===== config.mk =====
export PLATFORM = sky130hd
export DESIGN_NAME = filter_pad_sequencer
export DESIGN_NICKNAME = d
export VERILOG_FILES = /design/src/rtl/filter_pad_sequencer.sv
export SDC_FILE = /design/constraint.sdc
export NUM_CORES = 1
export LEC_CHECK = 0
export ABC_AREA = 1
export CORE_ASPECT_RATIO = 1.2
export CORE_MARGIN = 2
export CORE_UTILIZATION = 42
export CTS_CLUSTER_SIZE = 24
export DETAILED_ROUTE_END_ITERATION = 10
export HOLD_SLACK_MARGIN = 0.15
export MAX_ROUTING_LAYER = met4
export PLACE_DENSITY = 0.67
export SYNTH_ARGS = -nofsm -noshare
export SYNTH_HDL_FRONTEND = slang
export SYNTH_SLANG_ARGS = --single-unit

===== constraint.sdc =====
create_clock -name clk -period 1.95 [get_ports clk]
set_input_delay 0.585 -clock clk [delete_from_list [all_inputs] [get_ports clk]]
set_output_delay 0.585 -clock clk [all_outputs]
set_load 0.01 [all_outputs]

===== src/rtl/filter_pad_sequencer.sv =====
// Frame sequencer: wraps a raw RGB raster in zero padding and flush pixels
// for the line-buffer filter, with a single registered output stage.
module filter_pad_sequencer #(
  parameter int WIDTH        = 320,
  parameter int HEIGHT       = 240,
  parameter int KERNEL_SIZE  = 3,
  parameter int FLUSH_CYCLES = 16
) (
  input  logic        clk,
  input  logic        reset,
  input  logic        start,
  output logic        busy,
  output logic        frame_done,
  input  logic        in_valid,
  output logic        in_ready,
  input  logic [23:0] in_data,
  input  logic        out_ready,
  output logic        out_valid,
  output logic [23:0] out_data
);

  localparam int PAD = (KERNEL_SIZE - 1) / 2;
  localparam int PW  = WIDTH + 2 * PAD;
  localparam int PH  = HEIGHT + 2 * PAD;
  localparam int CW  = $clog2(PW + 1);
  localparam int RW  = $clog2(PH + 1);
  localparam int FW  = $clog2(FLUSH_CYCLES + 2);

  localparam logic [CW-1:0] C_LPAD_END = CW'(PAD);
  localparam logic [CW-1:0] C_DATA_END = CW'(PAD + WIDTH);
  localparam logic [CW-1:0] C_ROW_END  = CW'(PW);
  localparam logic [RW-1:0] R_TOP_END  = RW'(PAD);
  localparam logic [RW-1:0] R_DATA_END = RW'(PAD + HEIGHT);
  localparam logic [RW-1:0] R_BOT_END  = RW'(PH);
  localparam logic [FW-1:0] F_END      = FW'(FLUSH_CYCLES);

  localparam logic [2:0] S_IDLE  = 3'd0;
  localparam logic [2:0] S_TOP   = 3'd1;
  localparam logic [2:0] S_LPAD  = 3'd2;
  localparam logic [2:0] S_DATA  = 3'd3;
  localparam logic [2:0] S_RPAD  = 3'd4;
  localparam logic [2:0] S_BOT   = 3'd5;
  localparam logic [2:0] S_FLUSH = 3'd6;
  localparam logic [2:0] S_DONE  = 3'd7;

  // Degenerate PAD / FLUSH values skip the empty phases entirely.
  localparam logic [2:0] S_FIRST = (PAD > 0) ? S_TOP : S_DATA;
  localparam logic [2:0] S_ROW   = (PAD > 0) ? S_LPAD : S_DATA;
  localparam logic [2:0] S_TAIL  = (FLUSH_CYCLES > 0) ? S_FLUSH : S_DONE;

  logic [2:0]    r_state;
  logic [CW-1:0] r_col;
  logic [RW-1:0] r_row;
  logic [FW-1:0] r_fl;
  logic          r_busy;
  logic          r_frame_done;
  logic          r_out_valid;
  logic [23:0]   r_out_data;

  logic          w_adv;
  logic          w_gen;
  logic [23:0]   w_pix;
  logic [CW-1:0] w_col_nx;
  logic [RW-1:0] w_row_nx;
  logic [FW-1:0] w_fl_nx;
  logic [2:0]    w_row_tgt;
  logic          w_row_state;

  assign w_adv    = !r_out_valid || out_ready;
  assign w_col_nx = r_col + CW'(1);
  assign w_row_nx = r_row + RW'(1);
  assign w_fl_nx  = r_fl + FW'(1);

  assign w_row_state = (r_state == S_TOP) || (r_state == S_LPAD) ||
                       (r_state == S_DATA) || (r_state == S_RPAD) ||
                       (r_state == S_BOT);

  always_comb begin
    w_gen = 1'b0;
    w_pix = 24'h0;
    case (r_state)
      S_TOP, S_LPAD, S_RPAD, S_BOT, S_FLUSH: w_gen = w_adv;
      S_DATA: begin
        w_gen = w_adv && in_valid;
        w_pix = in_data;
      end
      default: w_gen = 1'b0;
    endcase
  end

  // Where the raster goes after the row just completed.
  always_comb begin
    w_row_tgt = S_TAIL;
    if (w_row_nx < R_TOP_END)
      w_row_tgt = S_TOP;
    else if (w_row_nx < R_DATA_END)
      w_row_tgt = S_ROW;
    else if (w_row_nx < R_BOT_END)
      w_row_tgt = S_BOT;
  end

  always_ff @(posedge clk) begin
    if (!reset) begin
      r_state      <= S_IDLE;
      r_col        <= '0;
      r_row        <= '0;
      r_fl         <= '0;
      r_busy       <= 1'b0;
      r_frame_done <= 1'b0;
      r_out_valid  <= 1'b0;
      r_out_data   <= 24'h0;
    end else begin
      r_frame_done <= 1'b0;
      if (w_adv) begin
        r_out_valid <= w_gen;
        if (w_gen)
          r_out_data <= w_pix;
      end

      if (r_state == S_IDLE) begin
        if (start && !r_frame_done) begin
          r_state <= S_FIRST;
          r_busy  <= 1'b1;
          r_col   <= '0;
          r_row   <= '0;
          r_fl    <= '0;
        end
      end else if (w_row_state) begin
        if (w_gen) begin
          if (w_col_nx == C_ROW_END) begin
            r_col   <= '0;
            r_row   <= (w_row_nx == R_BOT_END) ? '0 : w_row_nx;
            r_state <= w_row_tgt;
          end else begin
            r_col <= w_col_nx;
            if (r_state == S_LPAD && w_col_nx == C_LPAD_END)
              r_state <= S_DATA;
            else if (r_state == S_DATA && w_col_nx == C_DATA_END)
              r_state <= S_RPAD;
          end
        end
      end else if (r_state == S_FLUSH) begin
        if (w_gen) begin
          if (w_fl_nx == F_END) begin
            r_fl    <= '0;
            r_state <= S_DONE;
          end else begin
            r_fl <= w_fl_nx;
          end
        end
      end else begin
        // DONE: last pixel sits in the output register until taken.
        if (r_out_valid && out_ready) begin
          r_frame_done <= 1'b1;
          r_busy       <= 1'b0;
          r_state      <= S_IDLE;
        end
      end
    end
  end

  assign in_ready   = (r_state == S_DATA) && w_adv;
  assign busy       = r_busy;
  assign frame_done = r_frame_done;
  assign out_valid  = r_out_valid;
  assign out_data   = r_out_data;

endmodule


==> results of run 1 <==
Yosys cell counts (2+ instances only):
library cell	n
nand2_1	98
nand3_1	55
dfxtp_1	52
inv_1	45
nor2_1	39
a21oi_1	36
o21ai_0	13
clkbuf_1	9
nand4_1	9
a211oi_1	7
ha_1	7
inv_2	5
o22ai_1	4
nor2_2	3
nand2_2	2
nand3_4	2
o21bai_1	2
xnor2_1	2
cells by family after synthesis:
logic type,synth area share [%]
simple gates,35.9
compound gates,13.6
buf+inv,9.46
flops,37.3
fa+ha+maj,3.14
xor+xnor,0.628
stage by stage:
stage / instances / utilization (%) / instance area [µm²] / power [mW]
2_1_floorplan: 408 / - / 2790 / 2.68
4_1_cts: 573 / 58.0 / 3740 / 4.22
3_3_place_gp: 564 / 56.2 / 3620 / 3.35
6_report: 579 / 60.9 / 3930 / 4.49
5_1_grt: 579 / 60.9 / 3930 / 4.82
3_5_place_dp: 564 / 56.2 / 3620 / 3.40
critical path, delay by kind of cell, from the launching register on:
kind | cells | cell delay, ps
fa+ha+maj | 1 | 170
flops | 1 | 380
simple gates | 12 | 1110
buf+inv | 2 | 140
final cells by class:
cell class                      count  area (µm²)
Clock buffer                        5        68.8
Inverter                           52         199
Tap cell                           85         106
Clock inverter                      3        46.3
Fill cell                         585        2520
Sequential cell                    52        1060
Multi-Input combinational cell    292        1610
Timing Repair Buffer               90         838
power by group through the flow:
stage | Sequential [mW] | Clock [mW] | Combinational [mW]
5_1_grt | 1.42 | 0.845 | 2.56
3_3_place_gp | 1.36 | 0 | 1.99
3_5_place_dp | 1.37 | 0 | 2.03
6_report | 1.40 | 0.786 | 2.31
2_1_floorplan | 1.35 | 0 | 1.33
4_1_cts | 1.35 | 0.804 | 2.06
worst max-delay path by stage:
stage                      end  slack [ps]  depth (start not counted)
floorplan             r_row[5]         150                         11
finish              r_state[0]          60                         15
CTS                   r_row[4]          10                         12
global placement      in_ready        -380                          4
detailed placement    in_ready        -410                          4
global route        r_state[0]         -80                         15
cells in the final DEF (no fill, tap or decap), types with 2 or more instances in the layout:
cell | Yosys | layout
o22ai_1 | 4 | 4
nand2_1 | 98 | 89
nand3_1 | 55 | 50
buf_12 | 0 | 2
nand2_2 | 2 | 10
nand4_1 | 9 | 9
inv_2 | 5 | 7
ha_1 | 7 | 6
dfxtp_2 | 0 | 5
nor2_4 | 1 | 5
clkdlybuf4s50_1 | 0 | 54
nand3_4 | 2 | 3
clkbuf_8 | 0 | 5
xnor2_1 | 2 | 2
nand2_4 | 1 | 2
o21ai_0 | 13 | 12
dfxtp_1 | 52 | 44
dfxtp_4 | 0 | 3
nor2_1 | 39 | 33
a21oi_1 | 36 | 36
a211oi_1 | 7 | 7
nor2_2 | 3 | 5
buf_4 | 0 | 31
inv_1 | 45 | 43
nand3_2 | 0 | 4
metal layers:
metal / share of wire [%] / track usage (%) / wire length, µm
met4: 0.94 / 5.41 / 68
met5: 0 / - / 0
met2: 50 / 36.1 / 3590
met3: 6.0 / 5.89 / 433
met1: 43 / 24.2 / 3120
timing repair:
action                     CTS  global route
pin swaps                    1            19
buffers inserted             1             6
setup endpoints to repair    7            19
resized for setup            7            44
state kept, by name, indices dropped and copies added, names as in the netlist:
register,cells
busy,1
r_fl,5
r_col,9
out_valid,1
out_data,24
frame_done,1
r_row,8
r_state,3
==> reports/metrics.yaml, run 1 <==
setup_path:
  regToRegStartpoint: "r_col[1]"
  cp.required_ps: 2170
  slowest_delay_ps: 380
  r2r_cells: 15
  endpoint_kind: "flip-flop"
  start_kind: "flip-flop"
  crit_fanout: 4
  path_class: "reg2reg"
  worst_ep_arrival_time_ps: 2110
  crit_chain: "ha_4 > nand2_2 > inv_2 > nand3_1 > nand2_2 > inv_2 > nand3_4 > nor2_4 > nand3_2 > nand2_2 > nor2_1 > nor2_2 > nand2_1 > nor2_1 > nor2_1"
  cp-startpoint: "r_col[1]"
  crit_slowest_cell: "dfxtp_4"
  regToRegSetupSlack_ps: 60
  r2r-end: "r_state[0]"
cells_and_area:
  drive_gt1_share_pct: 19.2
  area_growth_pct: 40.8
  fin_nets: 529
  diodes: 0
clocking:
  ctsLongestPathBuffers: 2
  cts-root-buf: "clkbuf_8"
  cts_hold_buf: 0
  clk_pin_slew_ps: 110
  clkLatencyLatePin_ps: 320
  cts_buffers: 5
  h-tree-depth: 2
  cts_tree: "yes"
  cts_num_sinks: 52
routing:
  vias_per_cell: 5.05
  first_pass_iters: 4
  totalWireLength_um: 7210
  vias: 2922
  drtIter0Drc: 95
  drc: 0
  routedWlPerCell_um: 12.4
  ant_nets: 0
pwr:
  cellLeakagePower_nw: 1.55
  power_frac_clock_pct: 17.5
  p_comb_share_pct: 51.4
  power.density_nw_per_um2: 1140
  sw_frac_of_total_pct: 42.1
  power.internal_mw: 2.60
  irDropWorstVdd_mv: 0.661
  power_switching_mw: 1.89
  pwr-share-seq_pct: 31.1
die:
  die_area_um2: 7310
  coreArea_um2: 6450
  die_w_um: 78.4
  placementRows: 32
  num_io_pins: 57
  die_y_um: 93.3
  start_util_pct: 43.3
min_path:
  hp-start: "out_data[21]"
  holdPathEnd: "out_data[21]"
  hold_depth: 2
  hold_class: "reg2reg"
timing:
  finClkSkew_ps: 9.98
  setup_viol: 0
  fin_crit_sh_pct: 97.1
  whs_ps: 469
  rsz0062_at_grt: "yes"
  finalHoldViolCount: 0
  slew_violations: 0
  layout_min_cycle_time_ps: 1890
  worstMarginPinSlew_ps: 284
  tns_ps: 0
  layout_setup_ws_ps: 56.7
  fmax_mhz: 528
  slew_headroom_pct: 80.9
logic_synthesis:
  ys_seq_elements: 52
  ys.flop_type: "dfxtp_1"
  netlist_area_um2: 2790
  synth_top_area_share_pct: 37.3
  synth_top_cell_by_area: "dfxtp_1"
  ys_seq_area_share_pct: 37.3
  synth_edf_count: 0
  synthArstFlopShare_pct: 0
  ys_warn_count: 0
  syn-num-nets: 444
  ys_types: 36
  synthCells: 408
  synth.avg_cell_area_um2: 6.84
  synthTopCellsByArea: "dfxtp_1 (37%), nand2_1 (13%), nand3_1 (9.9%)"
global_routing:
  grt_pass1_vias: 2836
  grt_pass1_wl_um: 12200
  track_usage_pct: 21.0
  antenna_found_initial: 0
  grt_max_degree: 33
  gr-total-overflow: 0
place:
  place_ws_ps: -406
  io_buffers: 56
  gp_congestion: 0.852
  dp_hpwl_um: 5230
run:
  maxCapViolations: 0
status:
  run_status: "finished, final reports clean"
No activity file was read; power rests on OpenSTA's default activity.
==> run 2, diff against run 1 <==
--- a/config.mk
+++ b/config.mk
@@ -14,6 +14,7 @@
 export HOLD_SLACK_MARGIN = 0.15
 export MAX_ROUTING_LAYER = met4
 export PLACE_DENSITY = 0.67
+export SETUP_SLACK_MARGIN = 0.2
 export SYNTH_ARGS = -nofsm -noshare
 export SYNTH_HDL_FRONTEND = slang
 export SYNTH_SLANG_ARGS = --single-unit
==> reports/metrics.yaml, run 2 (synthesized netlist as in run 1, its figures left out) <==
timing:
  finClkSkew_ps: 6.60
  layout_min_cycle_time_ps: 1870
  finalHoldViolCount: 0
  worstMarginPinSlew_ps: 279
  setup_viol: 0
  rsz0062_at_grt: "yes"
  slew_headroom_pct: 81.4
  slew_violations: 0
  fin_crit_sh_pct: 95.8
  fmax_mhz: 536
clocking:
  clk_pin_slew_ps: 100
  cts_num_sinks: 52
  h-tree-depth: 2
  cts-root-buf: "clkbuf_8"
  cts_hold_buf: 0
  cts_tree: "yes"
  cts_buffers: 5
  clkLatencyLatePin_ps: 310
  ctsLongestPathBuffers: 2
die:
  die_y_um: 93.3
  die_area_um2: 7310
  start_util_pct: 43.3
  placementRows: 32
  die_w_um: 78.4
  coreArea_um2: 6450
  num_io_pins: 57
cells_and_area:
  layout_common_cells: "nand2_1 (88), nand3_1 (47), dfxtp_1 (44)"
  drive_gt1_share_pct: 22.7
  area_growth_pct: 43.6
  diodes: 0
  layout_commonest_cell: "nand2_1"
  largest_register_ffs: 24
  fin_nets: 533
  utilization_pct: 62.2
setup_path:
  r2r_cells: 15
  crit_fanout: 4
  cp.required_ps: 2160
  r2r-end: "r_state[0]"
  worst_ep_arrival_time_ps: 2080
  endpoint_kind: "flip-flop"
  cp-startpoint: "r_col[1]"
  endpoint: "r_state[0]"
  regToRegStartpoint: "r_col[1]"
  regToRegSetupSlack_ps: 80
  path_class: "reg2reg"
  start_kind: "flip-flop"
global_routing:
  grt_max_degree: 27
  antenna_found_initial: 0
  track_usage_pct: 21.1
  grt_pass1_wl_um: 12200
  gr-total-overflow: 0
  grt_pass1_vias: 2813
pwr:
  irDropWorstVdd_mv: 0.717
  finalPower_mw: 4.58
  power.density_nw_per_um2: 1140
  cellLeakagePower_nw: 1.72
routing:
  vias: 2920
  ant_nets: 0
  drc: 0
  totalWireLength_um: 7340
  drtIter0Drc: 98
  routedWlPerCell_um: 12.6
  first_pass_iters: 4
  vias_per_cell: 5.01
place:
  dp_hpwl_um: 5190
  gp_congestion: 0.862
  io_buffers: 56
min_path:
  hp-start: "out_data[4]"
  hold_class: "reg2reg"
status:
  run_status: "finished, final reports clean"
run:
  maxCapViolations: 0
==> run 2: power breakdown <==
| group | leakage (nW) | switching (mW) | internal (mW) | total, mW |
|---|---|---|---|---|
| Combinational | 1.24 | 1.43 | 1.00 | 2.43 |
| Sequential | 0.426 | 0.162 | 1.23 | 1.39 |
| Clock | 0.0541 | 0.376 | 0.380 | 0.756 |
| Total | 1.72 | 1.97 | 2.61 | 4.58 |
==> run 2: worst min-delay path by stage <==
stage | endpoint | slack (ps) | depth (start not counted)
2_1_floorplan | r_row[7] | 460 | 2
3_3_place_gp | out_data[4] | 450 | 2
3_5_place_dp | out_data[8] | 460 | 2
4_1_cts | out_data[18] | 470 | 2
5_1_grt | out_data[8] | 480 | 2
6_report | out_data[4] | 470 | 2
==> run 2: worst max-delay path, cell delays in order, from the launching register on <==
cell,delay (ps)
dfxtp_4,380
buf_6,110
nand2_4,50
nor2_4,150
buf_6,120
nand3_2,70
nand2_1,70
nand2_1,60
nor2_2,150
nand3_2,90
nand2_2,100
nor2_2,50
nor2_2,160
nand2_1,80
nor2_1,100
nor2_1,40
==> run 2: per-layer routing <==
layer  up-vias  GRT usage [%]  routed length, µm
met5         -              -                  0
met4         0           6.73                108
met3         9           5.31                394
met2        65           36.1               3640
met1      1326           24.4               3200
li1       1520              -                  -
==> run 2: area by class of cell <==
cell class / count / area, µm²
clock buffers: 5 / 68.8
clock inverters: 3 / 42.5
fillers: 568 / 2440
inverters: 52 / 213
multi-input cells: 293 / 1690
flip-flops and latches: 52 / 1060
well taps: 85 / 106
repair buffers: 93 / 828
==> run 2: stage by stage <==
step | worst slack, ps | cells | cell area (µm²) | hold slack, ps | TNS (ps)
final | 82.7 | 583 | 4010 | 466 | 0
after global routing | -80.2 | 583 | 4010 | 485 | -520
after CTS | 78.1 | 578 | 3830 | 468 | 0
after detailed placement | -383 | 563 | 3620 | 457 | -11650
after global placement | -379 | 563 | 3620 | 451 | -10340
after floorplan | 186 | 408 | 2810 | 457 | 0
==> run 2: timing repair <==
item,4_1_cts,5_1_grt
setup endpoints to repair,77,22
resized for setup,60,38
setup buffers,6,5
pin swaps,15,20
gates cloned,1,0
==> run 3, diff against run 2 <==
--- a/config.mk
+++ b/config.mk
@@ -6,14 +6,16 @@
 export NUM_CORES = 1
 export LEC_CHECK = 0
 export ABC_AREA = 1
+export CELL_PAD_IN_SITES_DETAIL_PLACEMENT = 1
+export CELL_PAD_IN_SITES_GLOBAL_PLACEMENT = 2
 export CORE_ASPECT_RATIO = 1.2
 export CORE_MARGIN = 2
-export CORE_UTILIZATION = 42
+export CORE_UTILIZATION = 28
 export CTS_CLUSTER_SIZE = 24
 export DETAILED_ROUTE_END_ITERATION = 10
 export HOLD_SLACK_MARGIN = 0.15
 export MAX_ROUTING_LAYER = met4
-export PLACE_DENSITY = 0.67
+export PLACE_DENSITY_LB_ADDON = 0.1
 export SETUP_SLACK_MARGIN = 0.2
 export SYNTH_ARGS = -nofsm -noshare
 export SYNTH_HDL_FRONTEND = slang
==> reports/metrics.yaml, run 3 (synthesized netlist as in run 1, its figures left out) <==
die:
  start_util_pct: 29.0
  placementRows: 39
  die_w_um: 95.1
  num_io_pins: 57
  die_area_um2: 10800
  coreArea_um2: 9610
  die_y_um: 113
cells_and_area:
  fin_nets: 543
  drive_gt1_share_pct: 31.5
  area_growth_pct: 58.1
  fill_cells: 1161
  stdcell_area_um2: 4410
  largest_register_ffs: 24
  layout_commonest_cell: "nand2_1"
  layout_common_cells: "nand2_1 (74), dfxtp_1 (41), nand3_1 (40)"
  diodes: 0
timing:
  rsz0062_at_grt: "yes"
  slew_violations: 0
  finalHoldViolCount: 0
  tns_ps: 0
  slew_headroom_pct: 80.4
  finClkSkew_ps: 6.99
  fin_crit_sh_pct: 97.5
  fmax_mhz: 526
  setup_viol: 0
  layout_min_cycle_time_ps: 1900
  worstMarginPinSlew_ps: 295
setup_path:
  worst_ep_arrival_time_ps: 2110
  crit_slowest_cell: "dfxtp_4"
  cp.required_ps: 2160
  crit_family: "simple AND/OR/NAND/NOR gates"
  endpoint_kind: "flip-flop"
  crit_fanout: 4
  crit_chain: "ha_4 > nand2_4 > inv_4 > nand4_1 > nand2_2 > buf_6 > nand3_2 > nor2_2 > nand2_1 > a21oi_1 > nor2_1 > nor2_1"
  slowest_delay_ps: 380
  worst-path-buf-inv: 2
  path_class: "reg2reg"
  start_kind: "flip-flop"
  cp_common_cell: "nor2_1"
  regToRegSetupSlack_ps: 50
clocking:
  clkLatencyLatePin_ps: 300
  cts_num_sinks: 52
  cts_buffers: 5
  cts-root-buf: "clkbuf_16"
  ctsLongestPathBuffers: 2
  cts_hold_buf: 0
  cts_tree: "yes"
  clk_pin_slew_ps: 70
  h-tree-depth: 2
routing:
  routedWlPerCell_um: 14.7
  ant_nets: 0
  first_pass_iters: 3
  drc: 0
  totalWireLength_um: 9300
  drtIter0Drc: 66
  vias: 3031
  vias_per_cell: 4.80
run:
  maxCapViolations: 0
pwr:
  irDropWorstVdd_mv: 0.417
  finalPower_mw: 5.38
  power.density_nw_per_um2: 1220
  cellLeakagePower_nw: 1.87
status:
  run_status: "finished, final reports clean"
min_path:
  hold_class: "reg2reg"
place:
  dp_hpwl_um: 6730
  placed_cell_area_um2: 3740
  io_buffers: 56
  gp_congestion: 0.797
global_routing:
  grt_max_degree: 25
  gr-total-overflow: 0
  antenna_found_initial: 0
  track_usage_pct: 18.9
  grt_pass1_wl_um: 15600
  grt_pass1_vias: 3278
[run 3: cell count changes in the layout (fill, tap and decap cells not counted), moves of 5 or more]
| cell | before | now |
|---|---|---|
| inv_1 | 41 | 36 |
| buf_6 | 5 | 11 |
| clkbuf_16 | 0 | 5 |
| nand3_2 | 7 | 12 |
| nand2_4 | 4 | 10 |
| inv_2 | 5 | 10 |
| nor2_4 | 3 | 11 |
| nand3_1 | 47 | 40 |
| nand2_1 | 88 | 74 |
| nand2_2 | 9 | 17 |
| nor2_1 | 31 | 26 |
[run 3: what timing repair did]
item,CTS,global route
setup endpoints to repair,77,48
pin swaps,29,29
gates cloned,1,0
buffers inserted,4,8
resized for setup,88,75
[run 3: worst min-delay path: cells and delay by family (launching register included)]
kind	cells	cell delay (ps)
AOI/OAI and AO/OA	1	50
DFF	1	310
and+or+nand+nor	1	60
[run 3: final timing paths]
| check | startpoint | end | depth (start not counted) |
|---|---|---|---|
| setup / recovery | r_col[0] | r_state[0] | 12 |
| hold / removal | out_data[21] | out_data[21] | 2 |
| setup reg to reg | r_col[0] | r_state[0] | 12 |
| hold reg to reg | out_data[21] | out_data[21] | 2 |
[run 3: layer usage]
layer / vias to the layer above / GRT usage (%) / routed length, µm
li1: 1532 / - / -
met3: 7 / 3.79 / 333
met2: 49 / 33.4 / 4850
met5: - / - / 0
met1: 1443 / 21.3 / 4010
met4: 0 / 5.22 / 107
[run 3: layout make-up]
type	instances	area (µm²)	area share, %
Multi-Input combinational cell	293	1880	42.6
Timing Repair Buffer	103	925	21.0
Tap cell	123	154	3.49
Inverter	52	213	4.82
Sequential cell	52	1060	24.1
Clock inverter	2	38.8	0.879
Clock buffer	6	139	3.15
[run 3: where the power goes]
part	internal, mW	switching [mW]
Combinational	1.20	1.68
Sequential	1.24	0.181
Clock	0.644	0.434
Total	3.08	2.30
[run 3: through the flow]
step	instances	setup WS (ps)	util [%]	hold slack, ps
3_5_place_dp	610	-406	38.9	457
5_1_grt	631	-90.1	45.9	484
6_report	631	49.3	45.9	462
4_1_cts	623	80.7	42.7	468
3_3_place_gp	610	-390	38.9	449
2_1_floorplan	408	186	-	457
